## src/rtl/dds_sweep_ctrl.sv

```systemverilog
// Frequency-sweep controller for a DDS core.
// Steps the frequency word K from k_start by k_step every max(dwell,1) cycles
// for n_steps increments, optionally looping, with hold (freeze) and abort.
module dds_sweep_ctrl #(
  parameter int KW = 32,
  parameter int PW = 11,
  parameter int CW = 16
) (
  input  logic          clk,
  input  logic          rst,
  input  logic          start,
  input  logic          abort,
  input  logic          hold,
  input  logic          loop_en,
  input  logic          dir_down,
  input  logic [KW-1:0] k_start,
  input  logic [KW-1:0] k_step,
  input  logic [CW-1:0] n_steps,
  input  logic [CW-1:0] dwell,
  input  logic [PW-1:0] p_offset,
  output logic [KW-1:0] K,
  output logic [PW-1:0] P,
  output logic          busy,
  output logic          step_stb,
  output logic          done
);

  typedef enum logic [1:0] {
    ST_IDLE = 2'd0,
    ST_RUN  = 2'd1,
    ST_HOLD = 2'd2
  } state_t;

  state_t state_reg;

  // Sweep configuration captured at start; live inputs are ignored while busy.
  logic [KW-1:0] k_start_reg;
  logic [KW-1:0] k_step_reg;
  logic [CW-1:0] n_steps_reg;
  logic [CW-1:0] dwell_rld_reg;
  logic          loop_reg;
  logic          dir_reg;

  // Sweep progress and registered outputs.
  logic [KW-1:0] k_reg;
  logic [PW-1:0] p_reg;
  logic [CW-1:0] dwell_cnt_reg;
  logic [CW-1:0] idx_reg;
  logic          busy_reg;
  logic          stb_reg;
  logic          done_reg;

  // A dwell of 0 behaves like 1, so the reload value saturates at 0.
  logic [CW-1:0] dwell_rld_in;
  logic [KW-1:0] k_stepped;

  assign dwell_rld_in = (dwell == '0) ? '0 : dwell - 1'b1;
  // Modulo-2^KW step in either direction; wrap-around is intentional.
  assign k_stepped    = dir_reg ? (k_reg - k_step_reg) : (k_reg + k_step_reg);

  // Sweep state machine: start, dwell counting, stepping, loop/end, hold and abort.
  always_ff @(posedge clk) begin
    if (rst) begin
      state_reg     <= ST_IDLE;
      k_start_reg   <= '0;
      k_step_reg    <= '0;
      n_steps_reg   <= '0;
      dwell_rld_reg <= '0;
      loop_reg      <= 1'b0;
      dir_reg       <= 1'b0;
      k_reg         <= '0;
      p_reg         <= '0;
      dwell_cnt_reg <= '0;
      idx_reg       <= '0;
      busy_reg      <= 1'b0;
      stb_reg       <= 1'b0;
      done_reg      <= 1'b0;
    end else begin
      // Pulses default low; only the branches below raise them for one cycle.
      stb_reg  <= 1'b0;
      done_reg <= 1'b0;
      case (state_reg)
        ST_IDLE: begin
          if (abort) begin
            // Abort wins over a simultaneous start and clears the outputs.
            k_reg <= '0;
            p_reg <= '0;
          end else if (start) begin
            k_start_reg   <= k_start;
            k_step_reg    <= k_step;
            n_steps_reg   <= n_steps;
            dwell_rld_reg <= dwell_rld_in;
            loop_reg      <= loop_en;
            dir_reg       <= dir_down;
            k_reg         <= k_start;
            p_reg         <= p_offset;
            dwell_cnt_reg <= dwell_rld_in;
            idx_reg       <= '0;
            stb_reg       <= 1'b1;
            busy_reg      <= 1'b1;
            state_reg     <= ST_RUN;
          end
        end

        ST_RUN, ST_HOLD: begin
          if (abort) begin
            state_reg     <= ST_IDLE;
            k_reg         <= '0;
            p_reg         <= '0;
            busy_reg      <= 1'b0;
            dwell_cnt_reg <= '0;
            idx_reg       <= '0;
          end else if (hold) begin
            // Frozen: no counter or output moves, and the cycle is not counted.
            state_reg <= ST_HOLD;
          end else begin
            // Leaving HOLD resumes immediately, so the release edge counts.
            state_reg <= ST_RUN;
            if (dwell_cnt_reg != '0) begin
              dwell_cnt_reg <= dwell_cnt_reg - 1'b1;
            end else if (idx_reg < n_steps_reg) begin
              k_reg         <= k_stepped;
              idx_reg       <= idx_reg + 1'b1;
              dwell_cnt_reg <= dwell_rld_reg;
              stb_reg       <= 1'b1;
            end else if (loop_reg) begin
              k_reg         <= k_start_reg;
              idx_reg       <= '0;
              dwell_cnt_reg <= dwell_rld_reg;
              stb_reg       <= 1'b1;
            end else begin
              // Single sweep finished: K and P keep their last values.
              state_reg <= ST_IDLE;
              busy_reg  <= 1'b0;
              done_reg  <= 1'b1;
            end
          end
        end

        default: begin
          state_reg <= ST_IDLE;
          busy_reg  <= 1'b0;
        end
      endcase
    end
  end

  assign K        = k_reg;
  assign P        = p_reg;
  assign busy     = busy_reg;
  assign step_stb = stb_reg;
  assign done     = done_reg;

endmodule

```

## config.mk

```make
export PLATFORM = sky130hd
export DESIGN_NAME = dds_sweep_ctrl
export DESIGN_NICKNAME = d
export VERILOG_FILES = /design/src/rtl/dds_sweep_ctrl.sv
export SDC_FILE = /design/constraint.sdc
export NUM_CORES = 1
export LEC_CHECK = 0
export BUFFER_PORTS_ARGS = -buffer_cell sky130_fd_sc_hd__buf_4
export CAP_MARGIN = 20
export CORE_MARGIN = 4
export CORE_UTILIZATION = 58
export DETAILED_ROUTE_END_ITERATION = 8
export PLACE_DENSITY = 0.77
export SLEW_MARGIN = 20
export SYNTH_ARGS = -nofsm -noshare
export SYNTH_HDL_FRONTEND = slang
export SYNTH_SLANG_ARGS = --single-unit
```

## constraint.sdc

```tcl
create_clock -name clk -period 5.19 [get_ports clk]
set_clock_uncertainty 0.05 [all_clocks]
set_input_delay 0.2595 -clock clk [delete_from_list [all_inputs] [get_ports clk]]
set_output_delay 0.2595 -clock clk [all_outputs]
set_load 0.01 [all_outputs]
```

# Word level (Yosys, flattened, before mapping)
# Cells that the tools add are included.
# W data, S select, Z words.
[totals]
output_inout_bits = 46
regBits = 178
word_cells = 102
inputBits = 114
[op_classes]
order_cmp = 1
bitwise = 2
add_sub_neg = 5
n_reduce_logical = 13
mux = 55
n_eq_ne = 12
[ops]
columns = ["operator", "n"]
rows = [
  ["$mux W32", 8],
  ["$mux W16", 15],
  ["$pmux W16 S2", 2],
  ["$pmux W32 S2", 1],
  ["$mux W11", 3],
  ["$add A32 B32 Y32", 1],
  ["$sub A16 B1 Y16 const B", 2],
  ["$sub A32 B32 Y32", 1],
  ["$pmux W11 S2", 1],
  ["$mux W1", 18],
  ["$add A16 B1 Y16 const B", 1],
  ["$logic_not A16 Y1", 1],
  ["$lt A16 B16 Y1", 1],
  ["$reduce_bool A16 Y1", 1],
  ["$ne A3 B3 Y1 const B", 5],
  ["$reduce_and A6 Y1", 2],
  ["$reduce_and A5 Y1", 2],
  ["$mux W2", 4],
  ["$ne A2 B2 Y1 const B", 3],
  ["$reduce_and A3 Y1", 2],
  ["$reduce_or A6 Y1", 1],
  ["$ne A5 B5 Y1 const B", 1],
  ["$ne A4 B4 Y1 const B", 1],
  ["$pmux W1 S2", 2],
  ["8 further kinds", 9],
]

# Longest topological paths before layout
[depth]
word_depth = 7
mapped_depth = 17
depth_no_buf = 17

# Worst setup path after synthesis
# Ideal clock, no wire load.
[synth_path]
path_type = "register to register"
start = "register k_step_reg[6]"
end = "register k_reg[31] (netlist: K[31])"
period_less_slack_ns = 3.871
stages_incl_launch_ff = 17
slack_ns = 1.319
t_required_ns = 5.070
setup_time_ns = 0.070
t_arrival_ns = 3.752
n_path_buf = 0
cell_sequence = "dfxtp_1 or4_1 nor3_1 and2_1 inv_2 nor2_1 nor2_1 xnor2_1 ha_1 and3_1 and2_1 a221o_1 a21oi_1 o21ai_0 a21oi_1 mux2_2 a21oi_1"
[synth_between]
elab_chain_cells = 7
elab_cells_between_ends = 8
classes_between = "add/sub (2); mux (6)"
[synth_rtl]
columns = ["element", "line", "source"]
rows = [
  ["start: declaration", "38", "logic [KW-1:0] k_step_reg;"],
  ["start signal: assignment", "90", "k_step_reg <= k_step;"],
  ["$add A32 B32 Y32 / $sub A32 B32 Y32 (equally long branches)", "59", "assign k_stepped = dir_reg ? (k_reg - k_step_reg) : (k_reg + k_step_reg);"],
  ["$mux W32 *", "59", ""],
  ["$mux W32 *", "121", "end else if (idx_reg < n_steps_reg) begin"],
  ["$mux W32 *", "119", "if (dwell_cnt_reg != '0) begin"],
  ["$mux W32 *", "113", "end else if (hold) begin"],
  ["$mux W32 *", "106", "if (abort) begin"],
  ["$pmux W32 S2 *", "82", "case (state_reg)"],
  ["end signal: assignment", "95", "k_reg <= k_start;"],
  ["end signal: assignment", "122", "k_reg <= k_stepped;"],
  ["end signal: assignment", "127", "k_reg <= k_start_reg;"],
  ["end: declaration", "45", "logic [KW-1:0] k_reg;"],
]
# Every way passes the cells marked *; elsewhere a longest branch is shown, timed or not. The select of a mux whose other input is x is not followed.
# A chain may end at the register's enable or synchronous reset.

# Worst setup path in the final report
[layout_path]
start = "register k_step_reg[2]"
end = "register k_reg[31] (netlist: K[31])"
# Same word-level chain as after synthesis.

==> run metrics <==
Slew Limit Fails=0; Die H=144 µm; Tmin final=4.42 ns; vias in the first global route=9,906; Port Buffers=159; HP Class=input pin to flop; antenna violations before repair=2; core area=0.0180 mm²; Initial DRC Count=841; largest family of logic cells by synthesized area=simple AND/OR/NAND/NOR gates; Max Cap Violations=0; post-synthesis cell count=1,431; antenna fix cells=0; Max Clk Rate=226 MHz; outcome=finished clean; WP buf/inv=1; Initial Util=59.3%; first-pass GRT wire length=48,700 µm; routed wire length=30,200 µm; startpoint class of the critical path=flop; First-pass DRT Iterations=6; Simple-Gate Fraction of Synth Area=24.3%; cell taking the most area after synthesis=dfxtp_1; synth warn=0; crit-path max cell delay=0.48 ns; Synth top area share=33.3%; Post-Syn Area=0.0107 mm²; Nets=1,709; Synth Area in Compound Gates=23.7%; clock sinks=178; clk buf depth=2; Post-synth EDFFs=0; Mapped Avg Cell Area=7.47 µm²; DR vias=10,600; Worst Setup Path Type=flop to flop; num rows=49; Setup violations, final=0; Max IR drop VDD=0.364 mV; Final Core Density=70.0%; Die Area=0.0207 mm²; DP Wirelength=21,200 µm; pwr dens=369 mW/mm²; GR Overflow Total=0; crit-path cells=or3_1, nor3b_1, and2_1, inv_2, nor2_1, nor2_1, xnor2_1, ha_1, and3_1, and2_1, a221o_1, a21oi_1, o21ai_0, a21oi_1, mux2_2, a21oi_1; prevailing post-synth register cell=dfxtp_1; register area=0.00356 mm²; H-tree Lvls=4; data arrival time of the critical path=4.73 ns; count leader, synth=nand2_1; post-route setup TNS=0 ns; Commonest cells post-synth=nand2_1, a21oi_1, dfxtp_1, nor2_1, clkbuf_1; Remaining DRCs=0; CTS tree=built; Pleak=0.00500 µW; GPL Wtd Cong=1.00; CP most frequent cell=a21oi_1; Slew HR=41.4%; post-synth net total=1,598; FILL cells=1,578; Seq/Total Area, Yosys=33.3%; Max FO, Critical Path=7; footprint of the multi-input gates=0.00667 mm²; largest net degree at the start of global routing=74; Synth area leaders=dfxtp_1, nand2_1, a21oi_1, ha_1, nor2_1; mux contribution to synthesized area=1.15%; Hold Vio Cnt, Final=0; All-Layer GR Usage=28.8%; Die X=144 µm; Area Growth Syn to Fin=18.0%; TritonCTS Buffers=17; Clock Latency Late Sink=0.44 ns; async set or reset register ratio after synthesis=0%; CP Capture Type=flop; fin crit share=85.1%; ANT nets after route=0; CP max stage cell=nor3b_1; Worst Tran Pin Value=0.878 ns; Avg Vias per Cell=5.93; routed length per placed instance=16.9 µm; I/O pin count=160; adder-cell area share of the yosys netlist=6.27%; Seq cells post-synth=178; Synth cell types=77; CTS clock-pin slew for the worst setup and hold paths=0.07 ns; CTS root buf=clkbuf_16; layout cell share with drive strength beyond 1=15.3%; CP delay by family, top=simple AND/OR/NAND/NOR gates; RSZ-0062 raised after global routing=no; Synth Area in XOR/XNOR=6.80%; Req. time, crit path=5.50 ns
## report_power, final
part / total (µW) / leakage [µW] / internal [µW] / switching, µW
logic: 1670 / 0.00325 / 660 / 1010
clock network: 1400 / 0.000300 / 815 / 584
registers: 1580 / 0.00145 / 1470 / 109
total: 4650 / 0.00500 / 2950 / 1700
## logic make-up (layout without fill, tap and decap cells)
group                      count (synthesis)  count (layout)
muxes                                     12              12
DFF                                      178             178
buffers and inverters                    121             244
and+or+nand+nor                          575             575
xor gates and xnor gates                  83              83
AOI/OAI and AO/OA                        409             409
adders and majority gates                 53              53
## per-layer routing
layer | GRT usage (%) | routed length (µm)
met5 | 0 | 34
met4 | 9.12 | 716
met3 | 6.49 | 2090
met2 | 47.4 | 14000
met1 | 37.9 | 13300
## worst min-delay path, cell delays in order
cell     delay [ns]
buf_4          0.08
a22oi_1        0.05
nor2_1         0.08
## final cells by class
class	count	area share (%)
Clock buffer	18	3.40
Multi-Input combinational cell	1132	52.9
Inverter	37	1.10
Timing Repair Buffer	176	10.5
Tap cell	229	2.27
Sequential cell	178	28.2
Clock inverter	13	1.58
## per-stage QoR
step	hold slack (ns)	std cells	area, µm²	setup slack [ns]	power [µW]
final	0.0156	1783	12600	0.771	4650
after global routing	0.00133	1783	12600	0.385	4910
after CTS	0.00219	1783	12600	0.753	4650
after detailed placement	0.394	1750	12000	0.799	3240
after global placement	0.388	1750	12000	0.904	3220
after floorplan	0.345	1431	10700	1.32	2800
## placed cells by master, fill, tap and decap left out, types with 11 or more instances in the layout
cell / instances
a31oi_1: 12
nor3_1: 44
a22oi_1: 12
dfxtp_1: 178
nand3_1: 16
inv_1: 36
nor2_1: 135
buf_4: 174
nand2b_1: 12
clkbuf_16: 17
o211ai_1: 25
nand4_1: 19
nand2_1: 266
xor2_1: 33
o21ai_0: 51
xnor2_1: 50
ha_1: 51
o21ai_1: 29
a21oi_1: 185
and3_1: 11
and2_1: 11
or3_1: 11
## final timing paths
| check | from | end | slack (ns) | depth (start not counted) |
|---|---|---|---|---|
| setup / recovery | k_step_reg[2] | K[31] | 0.77 | 16 |
| setup reg to reg | k_step_reg[2] | K[31] | 0.77 | 16 |
| hold reg to reg | k_start_reg[11] | k_start_reg[11] | 0.41 | 2 |
| hold / removal | p_offset[3] | P[3] | 0.02 | 3 |
## what timing repair did
item                      4_1_cts  5_1_grt
gates resized for setup         0        0
hold buffers                    2        0
setup buffers                   0        0
hold endpoints to repair        2        0
(Power assumes the default switching activity.)
